**src/rtl/seg_scan_ctrl_if.sv**
```systemverilog
// ---------------------------------------------------------------------------
// seg_scan_ctrl_if
// Bundles the signals between the counter datapath / display pins and the
// seg_scan_ctrl scan scheduler.
//   en         : scan enable (low holds the scheduler in its reset state)
//   cathod     : polarity select, 0 = common-anode, 1 = common-cathode
//   lz_en      : leading-zero blanking enable
//   digits     : packed 4-bit digit values, digit k at [4k+3:4k]
//   seg        : physical segment drive {g,f,e,d,c,b,a}
//   an         : physical digit selects, bit k selects digit k
//   frame_done : one-cycle pulse at the end of the last digit's slot
// master = the side that supplies digits/controls, slave = the scheduler.
// ---------------------------------------------------------------------------
interface seg_scan_ctrl_if #(
    parameter int N_DIGITS = 2
);
    logic                  en;
    logic                  cathod;
    logic                  lz_en;
    logic [4*N_DIGITS-1:0] digits;
    logic [6:0]            seg;
    logic [N_DIGITS-1:0]   an;
    logic                  frame_done;

    modport master (
        output en, cathod, lz_en, digits,
        input  seg, an, frame_done
    );

    modport slave (
        input  en, cathod, lz_en, digits,
        output seg, an, frame_done
    );
endinterface

```
**src/rtl/seg_scan_ctrl.sv**
```systemverilog
// ---------------------------------------------------------------------------
// seg_scan_ctrl
// Time-multiplexes one 7-segment bus over N_DIGITS digit selects. Each digit
// gets an ON slot of ON_TICKS ticks preceded by BLANK_TICKS ticks of all-off
// dead-time; a tick is PRESCALE clock cycles. Digit values are snapshotted
// when a slot starts, hex-decoded, optionally leading-zero blanked, and
// driven with selectable polarity.
// Ports:
//   clk : clock, all state changes on the rising edge
//   rst : synchronous active-high reset, highest priority
//   bus : seg_scan_ctrl_if slave modport (en, cathod, lz_en, digits in;
//         seg, an, frame_done out)
// ---------------------------------------------------------------------------
module seg_scan_ctrl #(
    parameter int N_DIGITS    = 2,
    parameter int PRESCALE    = 4,
    parameter int BLANK_TICKS = 1,
    parameter int ON_TICKS    = 4
) (
    input  logic             clk,
    input  logic             rst,
    seg_scan_ctrl_if.slave   bus
);
    localparam int PW    = (PRESCALE > 1) ? $clog2(PRESCALE) : 1;
    localparam int T_MAX = (BLANK_TICKS > ON_TICKS) ? BLANK_TICKS : ON_TICKS;
    localparam int TW    = (T_MAX > 1) ? $clog2(T_MAX) : 1;
    localparam int IW    = $clog2(N_DIGITS);

    typedef enum logic {
        ST_BLANK = 1'b0,
        ST_ON    = 1'b1
    } state_t;

    state_t              state_q;
    logic [PW-1:0]       pre_cnt_q;
    logic [TW-1:0]       t_cnt_q;
    logic [IW-1:0]       idx_q;
    logic [6:0]          seg_l_q;
    logic [N_DIGITS-1:0] an_l_q;
    logic                frame_done_q;

    logic                tick;
    logic [IW-1:0]       idx_d;
    logic [3:0]          nibble;
    logic                blank_digit;
    logic [6:0]          seg_d;
    logic [N_DIGITS-1:0] an_d;
    logic [N_DIGITS-1:0] upper_zero;

    // upper_zero[k]: digit k and every more significant digit are zero.
    generate
        for (genvar gi = 0; gi < N_DIGITS; gi++) begin : g_upper_zero
            assign upper_zero[gi] = ~|bus.digits[4*N_DIGITS-1:4*gi];
        end
    endgenerate

    function automatic logic [6:0] hex7(input logic [3:0] v);
        case (v)
            4'h0: hex7 = 7'b0111111;
            4'h1: hex7 = 7'b0000110;
            4'h2: hex7 = 7'b1011011;
            4'h3: hex7 = 7'b1001111;
            4'h4: hex7 = 7'b1100110;
            4'h5: hex7 = 7'b1101101;
            4'h6: hex7 = 7'b1111101;
            4'h7: hex7 = 7'b0000111;
            4'h8: hex7 = 7'b1111111;
            4'h9: hex7 = 7'b1101111;
            4'hA: hex7 = 7'b1110111;
            4'hB: hex7 = 7'b1111100;
            4'hC: hex7 = 7'b0111001;
            4'hD: hex7 = 7'b1011110;
            4'hE: hex7 = 7'b1111001;
            default: hex7 = 7'b1110001;
        endcase
    endfunction

    assign tick   = (pre_cnt_q == PW'(PRESCALE - 1));
    assign idx_d  = (idx_q == IW'(N_DIGITS - 1)) ? '0 : idx_q + IW'(1);
    assign nibble = bus.digits[{idx_q, 2'b00} +: 4];

    // Digit 0 always shows, so a zero reading is never fully dark.
    assign blank_digit = bus.lz_en && (idx_q != '0) && upper_zero[idx_q];
    assign seg_d       = blank_digit ? 7'b0000000 : hex7(nibble);

    always_comb begin
        an_d        = '0;
        an_d[idx_q] = 1'b1;
    end

    // Single FSM process; seg_l/an_l only change at phase boundaries, which
    // is what makes the ON-slot contents a snapshot of digits.
    always_ff @(posedge clk) begin
        if (rst || !bus.en) begin
            state_q      <= ST_BLANK;
            pre_cnt_q    <= '0;
            t_cnt_q      <= '0;
            idx_q        <= '0;
            seg_l_q      <= '0;
            an_l_q       <= '0;
            frame_done_q <= 1'b0;
        end else begin
            frame_done_q <= 1'b0;
            pre_cnt_q    <= tick ? '0 : pre_cnt_q + PW'(1);
            if (tick) begin
                case (state_q)
                    ST_BLANK: begin
                        if (t_cnt_q == TW'(BLANK_TICKS - 1)) begin
                            state_q <= ST_ON;
                            t_cnt_q <= '0;
                            seg_l_q <= seg_d;
                            an_l_q  <= an_d;
                        end else begin
                            t_cnt_q <= t_cnt_q + TW'(1);
                        end
                    end
                    ST_ON: begin
                        if (t_cnt_q == TW'(ON_TICKS - 1)) begin
                            state_q      <= ST_BLANK;
                            t_cnt_q      <= '0;
                            seg_l_q      <= '0;
                            an_l_q       <= '0;
                            idx_q        <= idx_d;
                            frame_done_q <= (idx_q == IW'(N_DIGITS - 1));
                        end else begin
                            t_cnt_q <= t_cnt_q + TW'(1);
                        end
                    end
                    default: state_q <= ST_BLANK;
                endcase
            end
        end
    end

    // Polarity is applied combinationally so a cathod change is immediate.
    assign bus.seg        = bus.cathod ? seg_l_q : ~seg_l_q;
    assign bus.an         = bus.cathod ? an_l_q  : ~an_l_q;
    assign bus.frame_done = frame_done_q;

endmodule

```
**src/flat_wrapper.sv**
```systemverilog
// flat-port wrapper written by rule: the top's interface ports become plain ports
module seg_scan_ctrl_flat 
#(
    parameter int N_DIGITS    = 2,
    parameter int PRESCALE    = 4,
    parameter int BLANK_TICKS = 1,
    parameter int ON_TICKS    = 4
)
  (clk, rst, bus_en, bus_cathod, bus_lz_en, bus_digits, bus_seg, bus_an, bus_frame_done);
  seg_scan_ctrl_if #(.N_DIGITS(N_DIGITS)) bus_i ();
  input  logic clk;
  input  logic rst;
  input wire logic [$bits(bus_i.en)-1:0] bus_en;
  input wire logic [$bits(bus_i.cathod)-1:0] bus_cathod;
  input wire logic [$bits(bus_i.lz_en)-1:0] bus_lz_en;
  input wire logic [$bits(bus_i.digits)-1:0] bus_digits;
  output wire logic [$bits(bus_i.seg)-1:0] bus_seg;
  output wire logic [$bits(bus_i.an)-1:0] bus_an;
  output wire logic [$bits(bus_i.frame_done)-1:0] bus_frame_done;
  assign bus_i.en = bus_en;
  assign bus_i.cathod = bus_cathod;
  assign bus_i.lz_en = bus_lz_en;
  assign bus_i.digits = bus_digits;
  assign bus_seg = bus_i.seg;
  assign bus_an = bus_i.an;
  assign bus_frame_done = bus_i.frame_done;
  seg_scan_ctrl #(.N_DIGITS(N_DIGITS), .PRESCALE(PRESCALE), .BLANK_TICKS(BLANK_TICKS), .ON_TICKS(ON_TICKS)) u_core (.clk(clk), .rst(rst), .bus(bus_i));
endmodule
```
**config.mk**
```make
export PLATFORM = sky130hd
export DESIGN_NAME = seg_scan_ctrl_flat
export DESIGN_NICKNAME = d
export VERILOG_FILES = /design/src/rtl/seg_scan_ctrl_if.sv /design/src/rtl/seg_scan_ctrl.sv /design/src/flat_wrapper.sv
export SDC_FILE = /design/constraint.sdc
export NUM_CORES = 1
export LEC_CHECK = 0
export CELL_PAD_IN_SITES_DETAIL_PLACEMENT = 0
export CELL_PAD_IN_SITES_GLOBAL_PLACEMENT = 1
export CORE_ASPECT_RATIO = 0.75
export CORE_MARGIN = 2
export CORE_UTILIZATION = 41
export CTS_BUF_LIST = sky130_fd_sc_hd__clkbuf_4 sky130_fd_sc_hd__clkbuf_8 sky130_fd_sc_hd__clkbuf_16
export CTS_CLUSTER_DIAMETER = 60
export DETAILED_ROUTE_END_ITERATION = 12
export PLACE_DENSITY = 0.88
export REMOVE_ABC_BUFFERS = 1
export SYNTH_ARGS = -nofsm -noshare
export SYNTH_HDL_FRONTEND = slang
export SYNTH_SLANG_ARGS = --single-unit
```
**constraint.sdc**
```tcl
create_clock -name clk -period 4.1 [get_ports clk]
set_input_delay 0.41 -clock clk [delete_from_list [all_inputs] [get_ports clk]]
set_output_delay 0.41 -clock clk [all_outputs]
set_load 0.05 [all_outputs]
```
==> After elaboration in Yosys (flattened, before gate mapping) <==
Memory sizes are Yosys's and may differ from the RTL's.
Index checks and enable logic that the tools add are counted.
{ "totals": {"memories": 1, "output_inout_bits": 10, "wordCells": 57, "reg_bits": 16, "in_bits": 13, "mem_bits_ro": 112} }
{ "classes": {"shift": 1, "mux": 20, "addsub": 3, "eq_ne": 4, "reduce_logical": 14, "bitwise": 5, "magnitude_cmp": 2} }
{ "mem_list": {"columns": ["memory", "words", "word_bits", "read_ports", "rd_ports_with_merged_regs", "wr", "line_no", "source"], "rows": [
  ["(no name shown)", 16, 7, 1, 0, 0, "seg_scan_ctrl.sv:58", "case (v)"]
]} }
{ "op_table": {"columns": ["operator", "count"], "rows": [
  ["7-bit two-way mux", 4],
  ["7-bit case mux with 2 select lines", 1],
  ["2-bit two-way mux", 5],
  ["2-bit case mux with 2 select lines", 2],
  ["4-bit OR reduction", 2],
  ["8-bit OR reduction", 1],
  ["8-bit by 4-bit variable part select with 4-bit output", 1],
  ["7-bit NOT", 1],
  ["1-bit two-way mux", 6],
  ["3-bit AND reduction", 2],
  ["2-bit by 1-bit adder with 2-bit output (second input constant)", 2],
  ["2-bit equality test (second input constant)", 2],
  ["1-bit logical AND", 3],
  ["1-bit zero test", 3],
  ["1-bit NOT", 3],
  ["2-bit zero test", 1],
  ["1-bit by 2-bit < comparator with 1-bit output (second input constant)", 1],
  ["2-bit by 1-bit inequality test with 1-bit output (second input constant)", 1],
  ["2-bit inequality test (second input constant)", 1],
  ["2-bit NOT", 1],
  ["1-bit case mux with 2 select lines", 1],
  ["2-bit OR reduction", 1],
  ["1-bit adder (second input constant)", 1],
  ["1-bit demux with 1-bit select", 1],
  ["2 further kinds", 2]
]} }

==> Longest topological paths before layout <==
Gate-level depths: netlist (run 1).
{ "depth": {"word_depth": 8, "depth_mapped": 11, "depth_no_buf": 10} }

==> Worst setup path before layout (run 1) <==
Ideal clock, no wire load.
{ "synth_path": {"path_type": "register to register", "start": "reg u_core.idx_q", "end": "reg u_core.seg_l_q[6]", "setup_time_ps": 70, "synth_period_minus_slack_ps": 2006, "required_time_ps": 4030, "arrival_time_ps": 1936, "setup_slack_ps": 2094, "n_path_buf": 2, "stages_incl_launch_ff": 11, "cell_sequence": "dfxtp_1 buf_6 buf_4 mux2i_1 inv_1 ha_1 nand2b_1 nand3_1 o21ai_0 a221o_1 a21oi_1"} }
{ "synth_via": {"elab_chain_cells": 6} }
{ "synth_lines": {"columns": ["item", "line_no", "source"], "rows": [
  ["start, declared", "seg_scan_ctrl.sv:37", "logic [IW-1:0] idx_q;"],
  ["start signal, assigned", "seg_scan_ctrl.sv:123", "idx_q <= idx_d;"],
  ["parallel branches: the longest is 3 deep, another holds memory read 16 x 7 bit", null, null],
  ["7-bit two-way mux (*)", "seg_scan_ctrl.sv:84", "assign seg_d = blank_digit ? 7'b0000000 : hex7(nibble);"],
  ["7-bit two-way mux (*)", "seg_scan_ctrl.sv:108", "if (t_cnt_q == TW'(BLANK_TICKS - 1)) begin"],
  ["7-bit case mux with 2 select lines (*)", "seg_scan_ctrl.sv:106", "case (state_q)"],
  ["end signal, assigned", "seg_scan_ctrl.sv:111", "seg_l_q <= seg_d;"],
  ["end, declared", "seg_scan_ctrl.sv:38", "logic [6:0] seg_l_q;"]
]} }
Every way passes the cells marked *. The select of a mux whose other input is x is not followed.
A chain may end at the register's enable or synchronous reset.

==> Final worst setup path (run 1) <==
Ends and elaborated chain as after synthesis.

==> summary.txt, run 1 <==
PWR
--------------------------------------------------------------------------------
Overall power of the completed layout                                   0.378 mW
Static leakage                                                          0.520 nW
Total power density per cell area                                    264 nW/um^2
VDD IR max                                                              0.219 mV

YOSYS
--------------------------------------------------------------------------------
Syn_area_per_cell                                                      8.52 um^2
Total number of yosys warnings                                                 0
Area of the mapped netlist                                             1170 um^2
Gate count of the mapped netlist                                             137
Flip-flop cell with the highest count after synthesis               sky130_fd_sc_hd__dfxtp_1
Count of unique library cells instantiated by Yosys                           39
Top cells by area in the synthesized netlist                        sky130_fd_sc_hd__dfxtp_1 27%, sky130_fd_sc_hd__ha_1 11%, sky130_fd_sc_hd__xnor2_1 7.5%
Most area-hungry cell type in the Yosys netlist                     sky130_fd_sc_hd__dfxtp_1
EDFF count, synth                                                              0
Proportion of synthesized chip area in sequential cells                    27.4%
Top cells by instance count after synthesis                         16 x sky130_fd_sc_hd__dfxtp_1, 13 x sky130_fd_sc_hd__nand2_1, 11 x sky130_fd_sc_hd__a21oi_1, 11 x sky130_fd_sc_hd__nor2_1
Post-synthesis register bit count                                             16
Area fraction of the dominant cell type after synthesis                    27.4%
Fraction of registers with async set/reset                                    0%
Dominant cell by count in the synthesized netlist                   sky130_fd_sc_hd__dfxtp_1

FLOORPLAN
--------------------------------------------------------------------------------
Height of the die                                                        50.2 um
Total Die Area                                                         3290 um^2
Top-Level Pins                                                                23
Initial core utilization                                                   43.8%
Std cell rows                                                                 16
Standard cell core area                                                2660 um^2
Die Width                                                                65.6 um

CLOCK TREE
--------------------------------------------------------------------------------
Postcts setup bufs                                                             0
CTS tree                                                                   built
CTS H-tree depth                                                               1
CTS Sinks                                                                     16
Number of instances resized during post-cts repair                             0
Root Buffer                                                         sky130_fd_sc_hd__clkbuf_8
Post-cts hold buffer count                                                     0
Num CTS Buffers                                                                3
Clock slew at reported path FFs                                            60 ps
Max Root-Sink Buffers                                                          2
Latest clock arrival within the worst-skew pair                           250 ps

STA
--------------------------------------------------------------------------------
Min Clock Period, post-route                                             2670 ps
Measured slew at the worst slew-check pin                                 679 ps
Setup violation total in the final timing report                               0
Max-slew violation count                                                       0
Timing-limited maximum frequency                                         374 MHz
Fin worst setup slack                                                    1430 ps
Unrepaired setup endpoints after global routing                               no
Setup skew after layout                                                  2.74 ps
Period utilization                                                         65.1%
Worst max-slew margin expressed relative to the limit                      54.7%
Final total negative setup slack                                            0 ps
Final-report hold violation count                                              0

CRITICAL PATH
--------------------------------------------------------------------------------
Critical R2R Launch                                                 u_core.idx_q$_SDFFE_PP0P_
Capturing point of the worst reg2reg path                           u_core.seg_l_q[6]$_SDFFE_PP0P_
Setup slack of the worst register-to-register path                       1430 ps
Cell count of the worst reg-to-reg path                                       10
Worst EP required                                                        4270 ps
Startpoint Class                                                            flop
Worst setup path category                                             reg -> reg
Arrival time reported for the critical path endpoint                     2840 ps
Critical Path Fanout Max                                                      16
Worst setup EP type                                                         flop

GLOBAL ROUTING
--------------------------------------------------------------------------------
Pin count of the biggest net entering global routing                          18
Grt total ovfl                                                                 0
Vias in the first global route                                               939
First-pass GRT wire length                                               4350 um
Number of antenna violations at the first check in global routing              0
GRT Overall Usage                                                          17.1%

FLOW RUN
--------------------------------------------------------------------------------
Max-cap viol count                                                             0

ROUTING
--------------------------------------------------------------------------------
Average wire per standard cell                                           13.4 um
Remaining design rule violation count                                          0
Via-to-Cell Ratio                                                           5.20
Iteration count of the initial detailed-routing pass                           5
Count of nets left with antenna violations after detail routing                0
Wirelength, routed                                                       2540 um
Number of DRC violations after detailed-routing iteration 0                   28
DR vias                                                                      988

FINAL LAYOUT
--------------------------------------------------------------------------------
Final #Nets                                                                  178
Antenna Diode Count                                                            0
Fraction of layout instances using a drive strength above 1                7.79%
Layout overhead on the synthesized area                                    22.9%

STATUS
--------------------------------------------------------------------------------
Run status                                                          complete, no violations

PLACED DESIGN
--------------------------------------------------------------------------------
Input/output buffers                                                          22
HPWL after detailed placement                                            1940 um
DP Worst Slack                                                           1440 ps
Last weighted congestion value of the routability-driven placer            0.831

HOLD PATH
--------------------------------------------------------------------------------
Worst hold-check path type                                            reg -> reg
Hold Path End                                                       u_core.pre_cnt_q[0]$_SDFF_PP0_
Startpoint of the tightest hold check path                          u_core.pre_cnt_q[0]$_SDFF_PP0_
Hold path cells                                                                1

[where the power goes]
group          total [mW]  internal, mW  switching, mW
registers           0.158         0.157       0.000840
logic              0.0805        0.0335         0.0470
clock network       0.140        0.0852         0.0550
total               0.378         0.275          0.103
[registers in the layout, indices dropped and copies added (netlist names)]
register	flops
u_core.seg_l_q	7
u_core.an_l_q	2
u_core.pre_cnt_q	2
u_core.t_cnt_q	2
u_core.bus.frame_done	1
u_core.idx_q	1
u_core.state_q	1
[cells in the final DEF, fill, tap and decap left out]
cell and instances:
sky130_fd_sc_hd__nor3_1 3, sky130_fd_sc_hd__xnor2_1 10, sky130_fd_sc_hd__a221oi_2 1, sky130_fd_sc_hd__o31ai_1 1, sky130_fd_sc_hd__o21ai_1 1, sky130_fd_sc_hd__a22oi_1 3
sky130_fd_sc_hd__mux2_2 1, sky130_fd_sc_hd__o31a_1 1, sky130_fd_sc_hd__o32ai_1 1, sky130_fd_sc_hd__dfxtp_1 16, sky130_fd_sc_hd__nand2b_1 4, sky130_fd_sc_hd__nand3_1 5
sky130_fd_sc_hd__o21ai_0 3, sky130_fd_sc_hd__and2_1 1, sky130_fd_sc_hd__a21o_1 1, sky130_fd_sc_hd__or3_1 2, sky130_fd_sc_hd__ha_1 10, sky130_fd_sc_hd__nor3b_1 1
sky130_fd_sc_hd__inv_2 1, sky130_fd_sc_hd__a221o_1 1, sky130_fd_sc_hd__o211ai_1 2, sky130_fd_sc_hd__clkdlybuf4s50_1 22, sky130_fd_sc_hd__a32o_1 2, sky130_fd_sc_hd__a211oi_1 1
sky130_fd_sc_hd__nor2_1 11, sky130_fd_sc_hd__mux2_4 2, sky130_fd_sc_hd__clkbuf_8 4, sky130_fd_sc_hd__inv_1 9, sky130_fd_sc_hd__nor2b_4 1, sky130_fd_sc_hd__a21oi_1 11
sky130_fd_sc_hd__mux2i_4 1, sky130_fd_sc_hd__a41o_1 1, sky130_fd_sc_hd__a221oi_1 2, sky130_fd_sc_hd__nand2_1 13, sky130_fd_sc_hd__nand3b_4 1, sky130_fd_sc_hd__mux2i_1 4
[cell type report]
| cell class | instances | area (um^2) |
|---|---|---|
| Fill cell | 254 | 1230 |
| Multi-Input combinational cell | 102 | 757 |
| Sequential cell | 16 | 320 |
| Timing Repair Buffer | 22 | 220 |
| Clock buffer | 4 | 55.1 |
| Tap cell | 36 | 45.0 |
| Inverter | 10 | 37.5 |
[how the worst max path moves through the flow]
stage | from | end | slack (ps) | cells past startpoint
global placement | bus_cathod | bus_seg[4] | 1500 | 3
global route | u_core.idx_q$_SDFFE_PP0P_ | u_core.seg_l_q[6]$_SDFFE_PP0P_ | 1190 | 10
CTS | u_core.idx_q$_SDFFE_PP0P_ | u_core.seg_l_q[6]$_SDFFE_PP0P_ | 1430 | 10
floorplan | u_core.idx_q$_SDFFE_PP0P_ | u_core.seg_l_q[6]$_SDFFE_PP0P_ | 1940 | 10
detailed placement | u_core.idx_q$_SDFFE_PP0P_ | u_core.seg_l_q[6]$_SDFFE_PP0P_ | 1440 | 10
finish | u_core.idx_q$_SDFFE_PP0P_ | u_core.seg_l_q[6]$_SDFFE_PP0P_ | 1430 | 10
[per-stage QoR]
stage / std cells / instance area, um^2 / hold slack, ps / util (%)
after floorplan: 128 / 1110 / 404 / -
after global placement: 186 / 1380 / 414 / 51.8
after detailed placement: 186 / 1380 / 435 / 51.8
after CTS: 190 / 1440 / 453 / 53.9
after global routing: 190 / 1440 / 478 / 53.9
final: 190 / 1440 / 455 / 53.9
[critical path, stage by stage (launching register included)]
cell                       delay, ps
sky130_fd_sc_hd__dfxtp_1         760
sky130_fd_sc_hd__inv_2           230
sky130_fd_sc_hd__nand2_1         130
sky130_fd_sc_hd__and2_1          240
sky130_fd_sc_hd__inv_1            90
sky130_fd_sc_hd__ha_1            270
sky130_fd_sc_hd__nand2b_1        160
sky130_fd_sc_hd__nand3_1          80
sky130_fd_sc_hd__o21ai_0         130
sky130_fd_sc_hd__a221o_1         360
sky130_fd_sc_hd__a21oi_1         140
[cells by family after synthesis]
kind of cell               count (synthesis)  share of synthesized area, %
AOI/OAI and AO/OA                         32                          19.3
xor gates and xnor gates                  10                          7.50
and+or+nand+nor                           42                          18.4
adders and majority gates                 10                          10.7
DFF                                       16                          27.4
buffers and inverters                     19                          7.72
muxes                                      8                          8.90
[metal layers]
| metal | routed length (um) | track usage (%) |
|---|---|---|
| met3 | 146 | 4.04 |
| met2 | 1210 | 28.1 |
| met4 | 0 | 4.17 |
| met1 | 1180 | 22.7 |
| met5 | 0 | 0 |
No activity file was read; power rests on OpenSTA's default activity.
==> inputs of run 2 (changes only) <==
- CORE_UTILIZATION: 41 -> 34
- PLACE_DENSITY: 0.88 -> 0.79
- clock period: 4.1 -> 2.3 ns (I/O delays scaled with it)
==> run 2 against run 1 <==
Clock-buffer cell count stayed put. Die area is 19% higher. Sequential share of layout area is 1.9 points lower. Utilization is 6.2 points lower. Worst setup slack worse by 1200 ps. Routed wire length is 6.4% higher. Largest cell class unchanged. Maximum frequency is 26% higher. Register-to-register slack worse by 1200 ps.
==> summary.txt, run 2 (same netlist as run 1, synthesis figures left out) <==
CLOCK TREE
----------------------------------------------------------------------------------------
Num CTS Buffers                                                                        3
CTS tree                                                                           built
Latest clock arrival within the worst-skew pair                                   250 ps
Postcts setup bufs                                                                     0
Root Buffer                                                                 sky130_fd_sc_hd__clkbuf_8
Number of instances resized during post-cts repair                                     0
CTS H-tree depth                                                                       1
Clock slew at reported path FFs                                                    60 ps
Max Root-Sink Buffers                                                                  2
CTS Sinks                                                                             16
Post-cts hold buffer count                                                             0

FLOORPLAN
----------------------------------------------------------------------------------------
Height of the die                                                                54.7 um
Standard cell core area                                                        3290 um^2
Top-Level Pins                                                                        23
Initial core utilization                                                           35.5%
Total Die Area                                                                 3920 um^2
Std cell rows                                                                         18
Die Width                                                                        71.7 um

HOLD PATH
----------------------------------------------------------------------------------------
Hold path cells                                                                        1
Worst hold-check path type                                                    reg -> reg
Hold Path End                                                               u_core.pre_cnt_q[0]$_SDFF_PP0_
Startpoint of the tightest hold check path                                  u_core.pre_cnt_q[0]$_SDFF_PP0_

FINAL LAYOUT
----------------------------------------------------------------------------------------
Multi-input logic area                                                          757 um^2
Antenna Diode Count                                                                    0
Number of flip-flops under the largest register name                                   7
Largest Register                                                            u_core.seg_l_q
Commonest non-fill, non-tap cells in the layout                             16 x sky130_fd_sc_hd__dfxtp_1, 13 x sky130_fd_sc_hd__nand2_1, 13 x sky130_fd_sc_hd__clkdlybuf4s50_1
Number of fill cells in the layout                                                   309
Most frequent standard cell in the layout excluding fill and tap cells      sky130_fd_sc_hd__dfxtp_1
Register cell area after layout                                                 320 um^2
Final #Nets                                                                          183
Fraction of layout instances using a drive strength above 1                        16.4%
Layout overhead on the synthesized area                                            34.3%

STA
----------------------------------------------------------------------------------------
Unrepaired setup endpoints after global routing                                       no
Worst max-slew margin expressed relative to the limit                              59.4%
Period utilization                                                                 92.0%
Timing-limited maximum frequency                                                 473 MHz
Min Clock Period, post-route                                                     2120 ps
Final-report hold violation count                                                      0
Setup violation total in the final timing report                                       0
Final total negative setup slack                                                    0 ps
Setup skew after layout                                                          1.74 ps
Max-slew violation count                                                               0
Measured slew at the worst slew-check pin                                         607 ps
WHS                                                                               431 ps

ROUTING
----------------------------------------------------------------------------------------
Average wire per standard cell                                                   13.6 um
Remaining design rule violation count                                                  0
DR vias                                                                             1041
Iteration count of the initial detailed-routing pass                                   4
Number of DRC violations after detailed-routing iteration 0                           99
Count of nets left with antenna violations after detail routing                        0
Via-to-Cell Ratio                                                                   5.23
Wirelength, routed                                                               2700 um

STATUS
----------------------------------------------------------------------------------------
Run status                                                                  complete, no violations

GLOBAL ROUTING
----------------------------------------------------------------------------------------
First-pass GRT wire length                                                       4550 um
Vias in the first global route                                                      1001
GRT Overall Usage                                                                  15.3%
Most utilized layer in the global route result                                      met2
Grt total ovfl                                                                         0
Met2 Track Usage GR                                                                25.9%
Met1 track utilization from global routing                                         19.5%
Pin count of the biggest net entering global routing                                  13
Fraction of met3 tracks used by global routing                                     4.05%
Number of antenna violations at the first check in global routing                      0

PWR
----------------------------------------------------------------------------------------
VDD IR max                                                                      0.219 mV
Total power density per cell area                                            446 nW/um^2
Static leakage                                                                  0.594 nW

FLOW RUN
----------------------------------------------------------------------------------------
Max-cap viol count                                                                     0

CRITICAL PATH
----------------------------------------------------------------------------------------
Setup slack of the worst register-to-register path                                180 ps
Arrival time reported for the critical path endpoint                             2290 ps
Master of the slowest instance on the critical path                         sky130_fd_sc_hd__dfxtp_1
Cell-by-cell trace of the critical path                                     inv_2 > nand2_1 > and2_1 > inv_1 > ha_1 > nand2b_1 > nand3_1 > o21ai_0 > a221o_1 > a21oi_1
Cell count of the worst reg-to-reg path                                               10
Startpoint Class                                                                    flop
Critical R2R Launch                                                         u_core.idx_q$_SDFFE_PP0P_
Category of cells accounting for the largest share of critical-path delay     flip-flops
Worst setup path category                                                     reg -> reg
Capturing point of the worst reg2reg path                                   u_core.seg_l_q[6]$_SDFFE_PP0P_
Delay of the slowest cell on the worst path                                       550 ps
Worst EP required                                                                2480 ps
Critical Path Fanout Max                                                               9
Worst setup EP type                                                                 flop
Number of buffer and inverter stages on the critical path                              2

PLACED DESIGN
----------------------------------------------------------------------------------------
Input/output buffers                                                                  22
HPWL after detailed placement                                                    2220 um
Last weighted congestion value of the routability-driven placer                    0.869

-- run 2: per-stage QoR --
step	power [mW]	area (um^2)	setup slack, ps	instances	util (%)
after floorplan	0.371	1110	141	128	-
after global placement	0.457	1510	214	195	46.0
after detailed placement	0.459	1510	149	195	46.0
after CTS	0.709	1570	205	199	47.7
after global routing	0.730	1570	37.9	199	47.7
final	0.699	1570	184	199	47.7
-- run 2: how the worst max path moves through the flow --
stage,start,cells after the start,to
floorplan,u_core.idx_q$_SDFFE_PP0P_,10,u_core.seg_l_q[6]$_SDFFE_PP0P_
global placement,bus_digits[4],10,u_core.seg_l_q[6]$_SDFFE_PP0P_
detailed placement,bus_digits[4],10,u_core.seg_l_q[6]$_SDFFE_PP0P_
CTS,u_core.idx_q$_SDFFE_PP0P_,10,u_core.seg_l_q[6]$_SDFFE_PP0P_
global route,u_core.idx_q$_SDFFE_PP0P_,10,u_core.seg_l_q[6]$_SDFFE_PP0P_
finish,u_core.idx_q$_SDFFE_PP0P_,10,u_core.seg_l_q[6]$_SDFFE_PP0P_
-- run 2: final cells by class --
type / count / area share (%)
tap: 40 / 3.19
multi-input combinational: 102 / 48.3
inverter: 10 / 2.39
sequential: 16 / 20.4
clock buffer: 4 / 3.51
timing repair buffer: 27 / 22.2
-- run 2: metal layers --
| metal | vias to the layer above | part of all wire (%) |
|---|---|---|
| met4 | 0 | 0.92 |
| met2 | 36 | 46 |
| li1 | 516 | - |
| met3 | 2 | 7.1 |
| met5 | - | 0 |
| met1 | 487 | 46 |
-- run 2: power by group --
group / leakage, nW / total, mW / switching, mW / internal [mW]
logic: 0.436 / 0.173 / 0.0916 / 0.0810
registers: 0.129 / 0.281 / 0.00138 / 0.279
clock network: 0.0288 / 0.246 / 0.0938 / 0.152
